`config.mk`:
```
export PLATFORM = sky130hd
export DESIGN_NAME = ps2_frame_rx
export DESIGN_NICKNAME = d
export VERILOG_FILES = /design/src/rtl/ps2_pkg.sv /design/src/rtl/ps2_byte_fifo.sv /design/src/rtl/ps2_frame_rx.sv
export SDC_FILE = /design/constraint.sdc
export NUM_CORES = 1
export LEC_CHECK = 0
export BUFFER_PORTS_ARGS = -buffer_cell sky130_fd_sc_hd__buf_4
export CAP_MARGIN = 20
export CORE_MARGIN = 2
export CORE_UTILIZATION = 30
export CTS_BUF_LIST = sky130_fd_sc_hd__clkbuf_8
export CTS_CLUSTER_DIAMETER = 30
export DETAILED_ROUTE_END_ITERATION = 10
export HOLD_SLACK_MARGIN = 0.05
export MAX_ROUTING_LAYER = met4
export PLACE_DENSITY = 0.47
export SETUP_SLACK_MARGIN = 0.02
export SLEW_MARGIN = 0
export SYNTH_ARGS = -nofsm -noshare
export SYNTH_HDL_FRONTEND = slang
export SYNTH_SLANG_ARGS = --single-unit
```
`constraint.sdc`:
```
create_clock -name clk -period 3.4 [get_ports clk]
set_input_delay 0.17 -clock clk [delete_from_list [all_inputs] [get_ports clk]]
set_output_delay 0.17 -clock clk [all_outputs]
set_load 0.02 [all_outputs]
```
`src/rtl/ps2_pkg.sv`:
```
// Shared PS/2 definitions for the frame receiver and the downstream
// scancode decoding stage.
//   FRAME_BITS      : bits per device-to-host frame (start, 8 data, parity, stop)
//   PS2_BREAK/EXT   : scancode prefixes used by the decoder
//   *_IDX           : bit-counter values at which the framing bits arrive
//   odd_parity_ok() : true when data plus parity bit has odd weight
package ps2_pkg;

  localparam int FRAME_BITS = 11;

  localparam logic [7:0] PS2_BREAK = 8'hF0;
  localparam logic [7:0] PS2_EXT   = 8'hE0;

  typedef logic [3:0] bitcnt_t;

  localparam bitcnt_t START_IDX  = 4'd0;
  localparam bitcnt_t PARITY_IDX = 4'd9;
  localparam bitcnt_t STOP_IDX   = bitcnt_t'(FRAME_BITS - 1);

  function automatic logic odd_parity_ok(input logic [7:0] d, input logic p);
    return ^{d, p};
  endfunction

endpackage

```
`src/rtl/ps2_byte_fifo.sv`:
```
// Synchronous show-ahead byte FIFO. The head entry is always on dout;
// pop advances it. A push into a full FIFO is accepted only when a pop
// frees the head slot in the same cycle; otherwise it is ignored.
//   clk, resetn : clock, asynchronous active-low reset
//   push, din   : write request and byte
//   pop         : read request (ignored while empty)
//   dout        : head byte
//   level       : occupancy 0..DEPTH
//   full, empty : occupancy status
module ps2_byte_fifo #(
  parameter  int DEPTH = 8,
  localparam int AW    = $clog2(DEPTH),
  localparam int LW    = $clog2(DEPTH) + 1
) (
  input  logic          clk,
  input  logic          resetn,
  input  logic          push,
  input  logic          pop,
  input  logic [7:0]    din,
  output logic [7:0]    dout,
  output logic [LW-1:0] level,
  output logic          full,
  output logic          empty
);

  logic [7:0]    mem [DEPTH];
  logic [AW-1:0] rd_ptr;
  logic [AW-1:0] wr_ptr;
  logic          do_push;
  logic          do_pop;

  assign empty   = (level == '0);
  assign full    = (level == LW'(DEPTH));
  assign do_pop  = pop && !empty;
  // When full, a simultaneous pop vacates the slot wr_ptr points at.
  assign do_push = push && (!full || do_pop);
  assign dout    = mem[rd_ptr];

  // NOTE: the storage array is cleared on reset because the head byte is
  // visible on dout at all times and must read 8'h00 after reset.
  always_ff @(posedge clk or negedge resetn) begin
    if (!resetn) begin
      for (int i = 0; i < DEPTH; i++) mem[i] <= '0;
      rd_ptr <= '0;
      wr_ptr <= '0;
      level  <= '0;
    end else begin
      if (do_push) begin
        mem[wr_ptr] <= din;
        wr_ptr      <= wr_ptr + AW'(1);
      end
      if (do_pop) rd_ptr <= rd_ptr + AW'(1);
      if (do_push && !do_pop)      level <= level + LW'(1);
      else if (do_pop && !do_push) level <= level - LW'(1);
    end
  end

endmodule

```
`src/rtl/ps2_frame_rx.sv`:
```
// PS/2 device-to-host frame receiver. Synchronises the raw PS/2 pins,
// deserialises 11-bit frames on ps2_clk falling edges, checks start,
// odd parity and stop, and queues good bytes for the downstream stage.
//   clk, resetn        : system clock, asynchronous active-low reset
//   ps2_clk, ps2_data  : raw asynchronous PS/2 pins
//   rd_ready           : consumer takes the head byte this cycle
//   clr_err            : clears the sticky flags (a same-cycle error wins)
//   data, valid, level : FIFO head byte, non-empty, occupancy
//   bitcnt             : bits received in the current frame
//   overflow           : a good byte was dropped on a full FIFO
//   frame_err          : bad start/parity/stop, or inter-bit timeout
module ps2_frame_rx
  import ps2_pkg::*;
#(
  parameter int FIFO_DEPTH  = 8,
  parameter int TIMEOUT_CYC = 10000
) (
  input  logic       clk,
  input  logic       resetn,
  input  logic       ps2_clk,
  input  logic       ps2_data,
  input  logic       rd_ready,
  input  logic       clr_err,
  output logic [7:0] data,
  output logic       valid,
  output logic [4:0] level,
  output logic [3:0] bitcnt,
  output logic       overflow,
  output logic       frame_err
);

  localparam int TW = $clog2(TIMEOUT_CYC + 1);
  localparam int LW = $clog2(FIFO_DEPTH) + 1;

  logic [2:0]    clk_sync;
  // Data is sampled from stage 1, so a later stage would have no reader.
  logic [1:0]    data_sync;
  logic          fall;
  logic          bit_in;
  logic [7:0]    shreg;
  logic          parity_bit;
  logic [TW-1:0] to_cnt;

  logic          stop_edge;
  logic          push;
  logic          pop;
  logic          start_err;
  logic          timeout;
  logic          frame_bad;
  logic          drop;

  logic          fifo_full;
  logic          fifo_empty;
  logic [LW-1:0] fifo_level;

  // NOTE: every register here uses <= so all flops sample the values from
  // before the clock edge; blocking = would collapse the synchroniser chain.
  always_ff @(posedge clk or negedge resetn) begin
    if (!resetn) begin
      clk_sync  <= 3'b111;
      data_sync <= 2'b11;
    end else begin
      clk_sync  <= {clk_sync[1:0], ps2_clk};
      data_sync <= {data_sync[0], ps2_data};
    end
  end

  assign fall   = clk_sync[2] & ~clk_sync[1];
  assign bit_in = data_sync[1];

  // NOTE: each signal is assigned on every path through this block, so no
  // latch can be inferred.
  always_comb begin
    stop_edge = fall && (bitcnt == STOP_IDX);
    push      = stop_edge && bit_in && odd_parity_ok(shreg, parity_bit);
    start_err = fall && (bitcnt == START_IDX) && bit_in;
    timeout   = !fall && (bitcnt != START_IDX) && (to_cnt == TW'(TIMEOUT_CYC - 1));
    frame_bad = start_err || (stop_edge && !push) || timeout;
    pop       = !fifo_empty && rd_ready;
    drop      = push && fifo_full && !pop;
  end

  // Frame shifter: data arrives LSB first, so shifting right leaves the
  // first data bit in shreg[0] after eight data edges.
  always_ff @(posedge clk or negedge resetn) begin
    if (!resetn) begin
      bitcnt     <= START_IDX;
      shreg      <= '0;
      parity_bit <= 1'b0;
      to_cnt     <= '0;
    end else if (fall) begin
      to_cnt <= '0;
      case (bitcnt)
        START_IDX:  if (!bit_in) bitcnt <= bitcnt + 4'd1;
        PARITY_IDX: begin
          parity_bit <= bit_in;
          bitcnt     <= STOP_IDX;
        end
        STOP_IDX:   bitcnt <= START_IDX;
        default: begin
          shreg  <= {bit_in, shreg[7:1]};
          bitcnt <= bitcnt + 4'd1;
        end
      endcase
    end else if (timeout) begin
      bitcnt <= START_IDX;
      to_cnt <= '0;
    end else if (bitcnt != START_IDX) begin
      to_cnt <= to_cnt + TW'(1);
    end
  end

  // Sticky flags: a new event in the clearing cycle keeps the flag set.
  always_ff @(posedge clk or negedge resetn) begin
    if (!resetn) begin
      frame_err <= 1'b0;
      overflow  <= 1'b0;
    end else begin
      frame_err <= (frame_err && !clr_err) || frame_bad;
      overflow  <= (overflow && !clr_err) || drop;
    end
  end

  ps2_byte_fifo #(
    .DEPTH (FIFO_DEPTH)
  ) u_fifo (
    .clk    (clk),
    .resetn (resetn),
    .push   (push),
    .pop    (pop),
    .din    (shreg),
    .dout   (data),
    .level  (fifo_level),
    .full   (fifo_full),
    .empty  (fifo_empty)
  );

  assign valid = !fifo_empty;
  assign level = 5'(fifo_level);

endmodule

```
Yosys cells after proc, flatten, opt, wreduce, memory -nomap -nowiden
Index checks and enable logic that the tools add are counted.
Widths: inputs -> output; s select.
{ "totals": {"ff_bits": 108, "inputBits": 6, "output_inout_bits": 20, "wordCells": 95} }
{ "op_classes": {"add_sub_neg": 6, "magnitude_cmp": 3, "n_eq_ne": 5, "n_mux": 15, "n_bitwise": 5, "n_reduce_logical": 42} }
{ "ops": {"columns": ["op", "count"], "rows": [
  ["$bwmux 64", 1],
  ["$mux 14", 3],
  ["$bmux 8 s3", 1],
  ["$demux 8 s3", 1],
  ["$mux 8", 3],
  ["$mux 4", 5],
  ["$logic_and 1x1->1", 18],
  ["$add 14x1->14 const B", 1],
  ["$eq 14x14->1 const B", 1],
  ["$eq 4x4->1 const B", 3],
  ["$pmux 4 s3", 1],
  ["$reduce_xor 9->1", 1],
  ["$add 4x1->4 const B", 2],
  ["$ge 4x4->1 const B", 2],
  ["$logic_not 1->1", 8],
  ["$logic_not 4->1", 2],
  ["$not 3->4", 2],
  ["$add 3x1->3 const B", 2],
  ["$reduce_and 2->1", 3],
  ["$logic_or 1x1->1", 5],
  ["$lt 4x1->1 const B", 1],
  ["$reduce_bool 2->1", 2],
  ["$reduce_bool 4->1", 1],
  ["$sub 4x1->4 const B", 1],
  ["5 further kinds", 6]
]} }

Depth between registers and ports, before layout
Gate-level depths: netlist (run 1).
{ "depth": {"depth_word": 10, "ltp_mapped": 13, "depth_no_buf": 13} }

Cells and area by module
Synthesis (run 1) repeated with hierarchy kept, for this count alone.
{ "hier_totals": {"cells_unflattened": 383, "hier_area_um2": 5372.7} }
{ "modules_own_cells": {"columns": ["mod", "instances", "cells_each", "area_each_um2", "seq_area_each_um2"], "rows": [
  ["ps2_byte_fifo", 1, 225, 3602.2, 1851.8],
  ["ps2_frame_rx", 1, 158, 1770.4, 857.1]
]} }

Worst setup path after synthesis (run 1)
Ideal clock, no wire load.
{ "synth_path": {"path_type": "register -> register", "start": "register shreg[1]", "end": "register u_fifo.level[3]", "setup_ns": 0.132, "arrival_time_ns": 2.681, "required_time_ns": 3.268, "path_slack_ns": 0.587, "path_stages_with_launch": 13, "path_buffers": 0, "period_less_slack_ns": 2.813, "path_cell_list": "dfrtp_1 xor2_1 xnor3_2 xnor2_4 nor2_1 ha_1 inv_1 ha_1 a21o_1 a21oi_1 xnor2_1 nor2_1 xor2_1"} }
{ "synth_between": {"elab_chain_len": 6, "elab_cells_between_ends": 8, "cone_classes": "mux (1); reduce/logical (7)"} }
{ "synth_lines": {"columns": ["element", "line", "source"], "rows": [
  ["start: declaration", "ps2_frame_rx.sv:40", "logic [7:0] shreg;"],
  ["start signal: assignment", "ps2_frame_rx.sv:101", "shreg <= {bit_in, shreg[7:1]};"],
  ["$reduce_xor 9->1 *", "ps2_pkg.sv:21", "return ^{d, p};"],
  ["$logic_and 1x1->1 *", "ps2_frame_rx.sv:75", "push = stop_edge && bit_in && odd_parity_ok(shreg, parity_bit);"],
  ["$logic_and 1x1->1 *", "ps2_byte_fifo.sv:36", "assign do_push = push && (!full || do_pop);"],
  ["named net u_fifo.do_push", "ps2_byte_fifo.sv:29", "logic do_push;"],
  ["$logic_not 1->1", "ps2_byte_fifo.sv:54", "else if (do_pop && !do_push) level <= level - LW'(1);"],
  ["$logic_and 1x1->1", "ps2_byte_fifo.sv:54", null],
  ["$reduce_bool 2->1 (no line)", null, null],
  ["end signal: assignment", "ps2_byte_fifo.sv:53", "if (do_push && !do_pop) level <= level + LW'(1);"],
  ["end signal: assignment", "ps2_byte_fifo.sv:54", null],
  ["end: declaration", "ps2_byte_fifo.sv:21", "output logic [LW-1:0] level,"]
]} }
Mark *: on every way through the listed nets, which the timed path passes. The rest lies on a longest branch.
A chain may end at the register's enable or synchronous reset.

Worst setup path in the final report (run 1)
{ "layout_path": {"start": "register shreg[4]", "end": "register u_fifo.level[3]"} }
Same word-level chain as after synthesis.

==> results.txt, run 1 <==
The flow ran to the end, and the final reports show no timing, DRC or antenna violations. The number of non-filler instances in the completed layout is 628. The fraction of registers with async set or reset after synthesis is 100%. Global routing finished with a remaining overflow of 0.

STA classifies the critical path endpoint as a register. The largest individual stage delay along the critical path comes from the cell dfrtp_1. The data arrival time of the critical path came out at 3.32 ns. The count of antenna-violating nets left after detailed routing is 0. The clock slew at the register clock pins of the worst setup and hold paths came out at 0.09 ns. For this run, the leading register cell type out of synthesis is dfrtp_1. The slew at the pin closest to its max-slew limit is 0.961 ns. The biggest fanout along the worst timing path came out at 11. After routing, the total negative slack on setup checks comes to 0 ns. In the final layout, the share of cells above drive strength 1 is 40.4%. In this run the static leakage power is 2.73 nW. The average wire per standard cell came out at 16.9 um. Synthesis produced a netlist with a net count of 387. The combined buffer and inverter count along the critical path came out at 1. Of the synthesized area, sequential elements account for 52.1%. In this run the power density over the cells is 664 nW/um2. The average footprint of a synthesized cell is 14.0 um2. The number of buffers created by CTS is 9.

The standard cell core area came out at 17100 um2. In this run the cell area measured after placement is 5650 um2. The share of synthesized area in the top cell type comes to 49.6%. The via count of the first global-routing pass is 3195. The switching share of power is 39.6%. Timing would allow up to 0.327 GHz. The detailed-routing iteration count for the pre-antenna-repair pass came out at 4. The count of final max-slew check failures is 0. TritonCTS built the clock tree. The post-synthesis cell type count came out at 51. The tightest min-delay check is of the primary input to register type. dfrtp_1 takes more of the synthesized area than any other cell. The H-tree depth came out at 3. Combinational logic burns 37.3% of the power. The setup path with the least slack is of type register to register. Setup repair after global routing left no endpoint under its margin. The starting density of the core is 30.4%. Yosys attributes the largest share of cell area to dfrtp_1 50%, mux2_2 18%, mux4_2 6.9%. The tightest slew margin relative to the limit is 35.9%.

The row count is 48. Yosys instantiated no cell more often than dfrtp_1. The antenna diode count is 0. The number of violations of the max-capacitance limit came out at 0.

The via count normalized by instance count came out at 4.76. The worst setup path is launched from a register. The count of final hold-check violations is 0. The area of all placed cells without fillers is 5860 um2. The overall die width came out at 136 um. Setup violations remaining at the end of the flow were counted as 0. Traced cell by cell, the critical path runs through xor2_1, xnor3_2, xnor2_4, nor2_1, ha_1, inv_1, ha_1, a21o_1, a21oi_1, xnor2_1, nor2_1, xor2_1. The number of buffers on the longest clock path came out at 2. The post-cts gate resize count came out at 0.

The mapped cell area came out at 5190 um2. The largest net degree at the start of global routing came out at 109. The internal power component came out at 2.35 mW. The total routing resource utilization after global routing is 12.9%.

The post-route minimum period came out at 3.06 ns. At the later pin of the worst-skew pair, clock insertion delay measures 0.38 ns. Yosys printed 0 warnings. The worst ir drop on vdd is 408 uV.

The final estimated routing congestion in global placement came out at 0.732. The cell at the root of the clock tree is clkbuf_8. The violation count after the first detailed-routing iteration came out at 167. Broken down by cell family, the worst path's largest delay share belongs to XOR/XNOR gates. After detailed routing, the number of remaining DRC violations is 0. The number of antenna violations at the first check in global routing came out at 0. The share of the clock period used by the worst path came out at 90.0%. After synthesis, the most frequently instantiated cells are 103 x dfrtp_1, 81 x mux2_2, 18 x nor2_1. The number of flops mapped to enable cells by yosys is 0. Of the total power, the clock network draws 17.9%. During I/O placement, the number of pins put on the boundary was 26.

The floorplan die area came out at 18400 um2. The number of fillers in the final layout is 1668. The vertical extent of the die is 136 um.

Of the total power, registers draw 44.8%. Detailed routing inserted a total of 2988 vias. The count of buffers added on input and output ports is 24. After the last flow step, the layout net total stands at 415.

The delay of the slowest cell on the worst path came out at 0.56 ns. Wires add up to 10600 um. The register bit total from synthesis is 108. The synthesis-to-finish area growth came out at 12.7%. The switching power came out at 1.54 mW. Detailed placement ended at an HPWL of 6760 um. Across the routed clock network, the largest skew measured is 0.0176 ns. In this run, placement finished with an instance count of 608. The clock sink count is 108. The wire length of the first global-routing pass is 17300 um. The post-synthesis cell count is 370. Data on the critical path is required at its endpoint by 3.66 ns.
## layer usage
layer | GRT usage [%] | routed length, um
met5 | - | 0
met2 | 20.1 | 5010
met4 | 6.71 | 332
met3 | 1.68 | 251
met1 | 16.4 | 5000
## metrics by stage
step           hold slack [ns]  util, %  power [mW]  setup WS (ns)
2_1_floorplan           -0.126        -        2.81          0.587
3_3_place_gp             0.279     33.0        3.23          0.366
3_5_place_dp             0.283     33.0        3.26          0.338
4_1_cts                 0.0822     34.2        3.98          0.314
5_1_grt                  0.113     34.2        4.15          0.140
6_report                 0.103     34.2        3.89          0.341
## power groups by stage
| stage | logic, mW | registers, mW | clock network [mW] |
|---|---|---|---|
| 2_1_floorplan | 1.21 | 1.60 | 0 |
| 3_3_place_gp | 1.46 | 1.77 | 0 |
| 3_5_place_dp | 1.48 | 1.78 | 0 |
| 4_1_cts | 1.49 | 1.75 | 0.738 |
| 5_1_grt | 1.58 | 1.78 | 0.780 |
| 6_report | 1.45 | 1.74 | 0.696 |
## final timing paths
path                               from          endpoint  slack, ns  depth (start not counted)
min                            rd_ready  u_fifo.rd_ptr[2]       0.10                          3
max in group asynchronous        resetn  u_fifo.wr_ptr[2]       2.52                          3
max reg2reg                    shreg[4]   u_fifo.level[3]       0.34                         12
min reg2reg                data_sync[0]      data_sync[1]       0.36                          0
min in group asynchronous        resetn        to_cnt[13]       0.35                          3
max                            shreg[4]   u_fifo.level[3]       0.34                         12
## logic make-up after synthesis
family                   share of synthesized area [%]
XOR/XNOR                                          5.49
other                                           0.0722
AO/OA/AOI/OAI                                     2.75
adder cells (fa/ha/maj)                           2.79
flip-flops                                        52.1
buffers and inverters                             1.83
AND/OR/NAND/NOR                                   9.59
multiplexers                                      25.3
## timing repair
action                                  in CTS  in global routing
endpoints found under the setup margin       0                  0
hold buffers                                 4                  0
buffers inserted                             0                  0
endpoints found under the hold margin      107                  0
## registers in the layout, summed over array words and instances (netlist names)
register and cells:
clk_sync 3, data_sync 2, u_fifo.mem 64, u_fifo.rd_ptr 3, overflow 1, parity_bit 1, shreg 8, frame_err 1
bitcnt 4, u_fifo.level 4, u_fifo.wr_ptr 3, to_cnt 14
## layout make-up
cell class	instances	area (um2)	share of cell area [%]
inverter	5	18.8	0.320
multi-input combinational	238	2390	40.8
timing repair buffer	36	293	5.00
clock inverter	7	40.0	0.684
tap	225	282	4.81
clock buffer	9	124	2.11
sequential	108	2710	46.3
## placed cells by master, fill, tap and decap left out, drive strengths merged, types with 3 or more instances in the layout
master / count
nand3: 9
nand2: 13
xor2: 10
inv: 10
and3: 3
dfstp: 5
dlygate4sd3: 4
ha: 10
dfrtp: 103
nor2b: 4
mux4: 16
mux2: 84
nand4: 6
o21ai: 9
nor2: 18
buf: 32
xnor2: 16
nor4b: 7
clkbuf: 9
a21oi: 3
## worst min-delay path: cells and delay by family
kind,cells,cell delay [ns]
buf+inv,1,0.11
simple gates,1,0.09
xor+xnor,1,0.06
Note: power is estimated with default switching activity, not from simulation.
==> inputs of run 2 (changes only) <==
--- a/config.mk
+++ b/config.mk
@@ -7,15 +7,15 @@
 export LEC_CHECK = 0
 export BUFFER_PORTS_ARGS = -buffer_cell sky130_fd_sc_hd__buf_4
 export CAP_MARGIN = 20
-export CORE_MARGIN = 2
 export CORE_UTILIZATION = 30
 export CTS_BUF_LIST = sky130_fd_sc_hd__clkbuf_8
 export CTS_CLUSTER_DIAMETER = 30
 export DETAILED_ROUTE_END_ITERATION = 10
 export HOLD_SLACK_MARGIN = 0.05
 export MAX_ROUTING_LAYER = met4
-export PLACE_DENSITY = 0.47
+export PLACE_DENSITY = 0.48
 export SETUP_SLACK_MARGIN = 0.02
+export SKIP_LAST_GASP = 1
 export SLEW_MARGIN = 0
 export SYNTH_ARGS = -nofsm -noshare
 export SYNTH_HDL_FRONTEND = slang
==> results.txt, run 2 (same netlist as run 1, synthesis figures left out) <==
The run finished with clean final reports. The data arrival time of the critical path is 3.37 ns. In the final layout, the registers with the most flip-flops are u_fifo.mem: 64 flops, to_cnt: 14 flops, shreg: 8 flops. The worst setup path is captured at a register. Following the worst setup path forward leads to its endpoint at u_fifo.level[3]. The switching share of power is 38.2%. The average wire per standard cell is 17.0 um. The worst hold path belongs to the class primary input to register. The largest individual stage delay along the critical path comes from the cell dfrtp_1. The post-cts gate resize count is 0. The critical path goes through xor2_1, xnor3_2, xnor2_4, nor2_1, ha_1, inv_1, ha_1, a21o_1, a21oi_1, xnor2_1, nor2_1, xor2_1.

The kind of cell adding the most delay to the critical path is XOR/XNOR gates. The remaining global-route overflow is 0. Across the VDD grid, the largest voltage drop is 376 uV. The clock group share of total power is 21.6%. The via count normalized by instance count came out at 4.76. The count of boundary I/O pins came out at 26. The overall die width is 134 um. The number of flip-flops under the largest register name came out at 64. The count of final hold-check violations came out at 0. The total power density per cell area came out at 688 nW/um2. The total routing resource utilization after global routing is 13.5%. The count of input and output buffers came out at 24. The worst setup path is of the register to register kind. The combined buffer and inverter count along the critical path is 1.

In this run the critical register-to-register path is launched from shreg[4]. The biggest fanout along the worst timing path came out at 11. The number of setup violations in the final report is 0.

In this run the clock root is driven by a clkbuf_8. The via count is 2970. The tightest slew margin relative to the limit is 37.3%. The starting density of the core came out at 31.0%. The latest clock arrival within the worst-skew pair is 0.38 ns. The via count of the first global-routing pass came out at 3105. In this run, the number of DRC markers left after iteration 0 of detailed routing was 110.

The part of the total power dissipated in sequential elements is 42.7%. After floorplanning, the core was sized to cover 16800 um2. The number of antenna violations at the first check in global routing is 0. The sum of net half-perimeters after detailed placement is 6910 um. The clock slew at the register clock pins of the worst setup and hold paths is 0.11 ns. The floorplan die area came out at 17800 um2. TritonCTS built the clock tree. The share of final-layout standard cells stronger than drive strength 1 came out at 41.6%. The post-route minimum period came out at 3.10 ns. In this run the power spent charging and discharging nets is 1.55 mW. Internal power comes to 2.51 mW.

The delay of the slowest cell on the worst path is 0.56 ns. The clock skew after layout is 0.0123 ns. After clock tree synthesis, the flow added hold-fix buffers numbering 4. The instance count along the most critical hold path is 3. The worst-case setup margin in the final layout came out at 0.301 ns. Once detail routing completed, the nets flagged for antenna violations numbered 0.

The number of design rule violations left after detail routing is 0. The wire length of the first global-routing pass came out at 17500 um. The synthesis-to-finish area growth is 13.7%.

The detailed-routing iteration count for the pre-antenna-repair pass came out at 4. The register with the most flip-flops is u_fifo.mem. The slew at the pin closest to its max-slew limit is 0.941 ns. The tool flagged a number of max-cap violations equal to 0. The number of buffers on the longest clock path came out at 2. The vertical extent of the die came out at 134 um.

The library cell used most frequently in the layout, excluding fill and tap cells, is dfrtp_1. Fill cells in the final layout number 1624. The setup TNS came out at 0 ns. The H-tree generated during clock tree synthesis spans 3 levels.

The count of final max-slew check failures came out at 0. The share of the clock period used by the worst path is 91.2%. The destination of the worst register-to-register timing path is u_fifo.level[3]. The library cells used most frequently in the layout, excluding fill and tap cells, are 103 x dfrtp_1, 81 x mux2_2, 33 x buf_4. 0 antenna diodes ended up in the layout. The final net count is 416. The origin of the worst setup path is shreg[4]. The total leakage power came out at 2.75 nW. The clock sink count is 108. Setup repair after global routing left no endpoint under its margin.

STA classifies the critical path startpoint as a register. Per report_power, the combinational group accounts for 35.6% of the total. The worst reg-to-reg setup slack is 0.30 ns.

The number of buffers created by CTS came out at 9. The post-place setup slack came out at 0.309 ns. The critical path runs through a total of 12 cells. At the end of routability-driven placement, the weighted congestion stood at 0.756. The row count is 47. The depth of the worst register-to-register path is 12.

The worst path required time came out at 3.67 ns. Based on the critical path, the design can be clocked at up to 0.323 GHz. The routed design has 10600 um of wire. In this run the post-CTS setup repair buffer count came out at 0. Entering global routing, the biggest net connects 56 pins.
-- run 2: cell type report --
cell class / count / area (um2) / share of cell area (%)
tap: 220 / 275 / 4.66
inverter: 5 / 18.8 / 0.318
multi-input combinational: 238 / 2390 / 40.5
clock buffer: 9 / 124 / 2.10
sequential: 108 / 2710 / 45.9
timing repair buffer: 37 / 288 / 4.87
clock inverter: 7 / 98.8 / 1.67
-- run 2: worst reg2reg max path: cells and delay by family (launching register included) --
kind | cells | cell delay (ns)
DFF | 1 | 0.56
xor gates and xnor gates | 5 | 1.17
adders and majority gates | 2 | 0.52
and+or+nand+nor | 2 | 0.30
AOI/OAI and AO/OA | 2 | 0.34
buffers and inverters | 1 | 0.09
-- run 2: power by group through the flow --
stage | Clock (mW) | Combinational [mW] | Sequential [mW]
floorplan | 0 | 1.21 | 1.60
global placement | 0 | 1.46 | 1.76
detailed placement | 0 | 1.47 | 1.77
CTS | 0.916 | 1.48 | 1.75
global route | 0.963 | 1.58 | 1.78
finish | 0.880 | 1.45 | 1.74
-- run 2: how the worst min path moves through the flow --
stage                       endpoint      from
floorplan                  bitcnt[0]    resetn
global placement      u_fifo.mem[56]    resetn
detailed placement    u_fifo.mem[56]    resetn
CTS                 u_fifo.rd_ptr[2]  rd_ready
global route        u_fifo.rd_ptr[2]  rd_ready
finish              u_fifo.rd_ptr[2]  rd_ready
-- run 2: routing by layer --
layer / wire (um) / GRT usage (%) / share of wire, %
met5: 0 / - / 0
met2: 4820 / 19.6 / 45
met1: 5400 / 18.4 / 51
met4: 186 / 5.87 / 1.8
met3: 198 / 2.17 / 1.9
-- run 2: metrics by stage --
step	cell area [um2]	hold WS (ns)	power (mW)	instances	util [%]
after floorplan	5190	-0.126	2.81	370	-
after global placement	5640	0.266	3.23	604	33.7
after detailed placement	5640	0.271	3.24	604	33.7
after global routing	5900	0.0986	4.32	624	35.2
final	5900	0.0928	4.07	624	35.2
after CTS	5900	0.0758	4.14	624	35.2
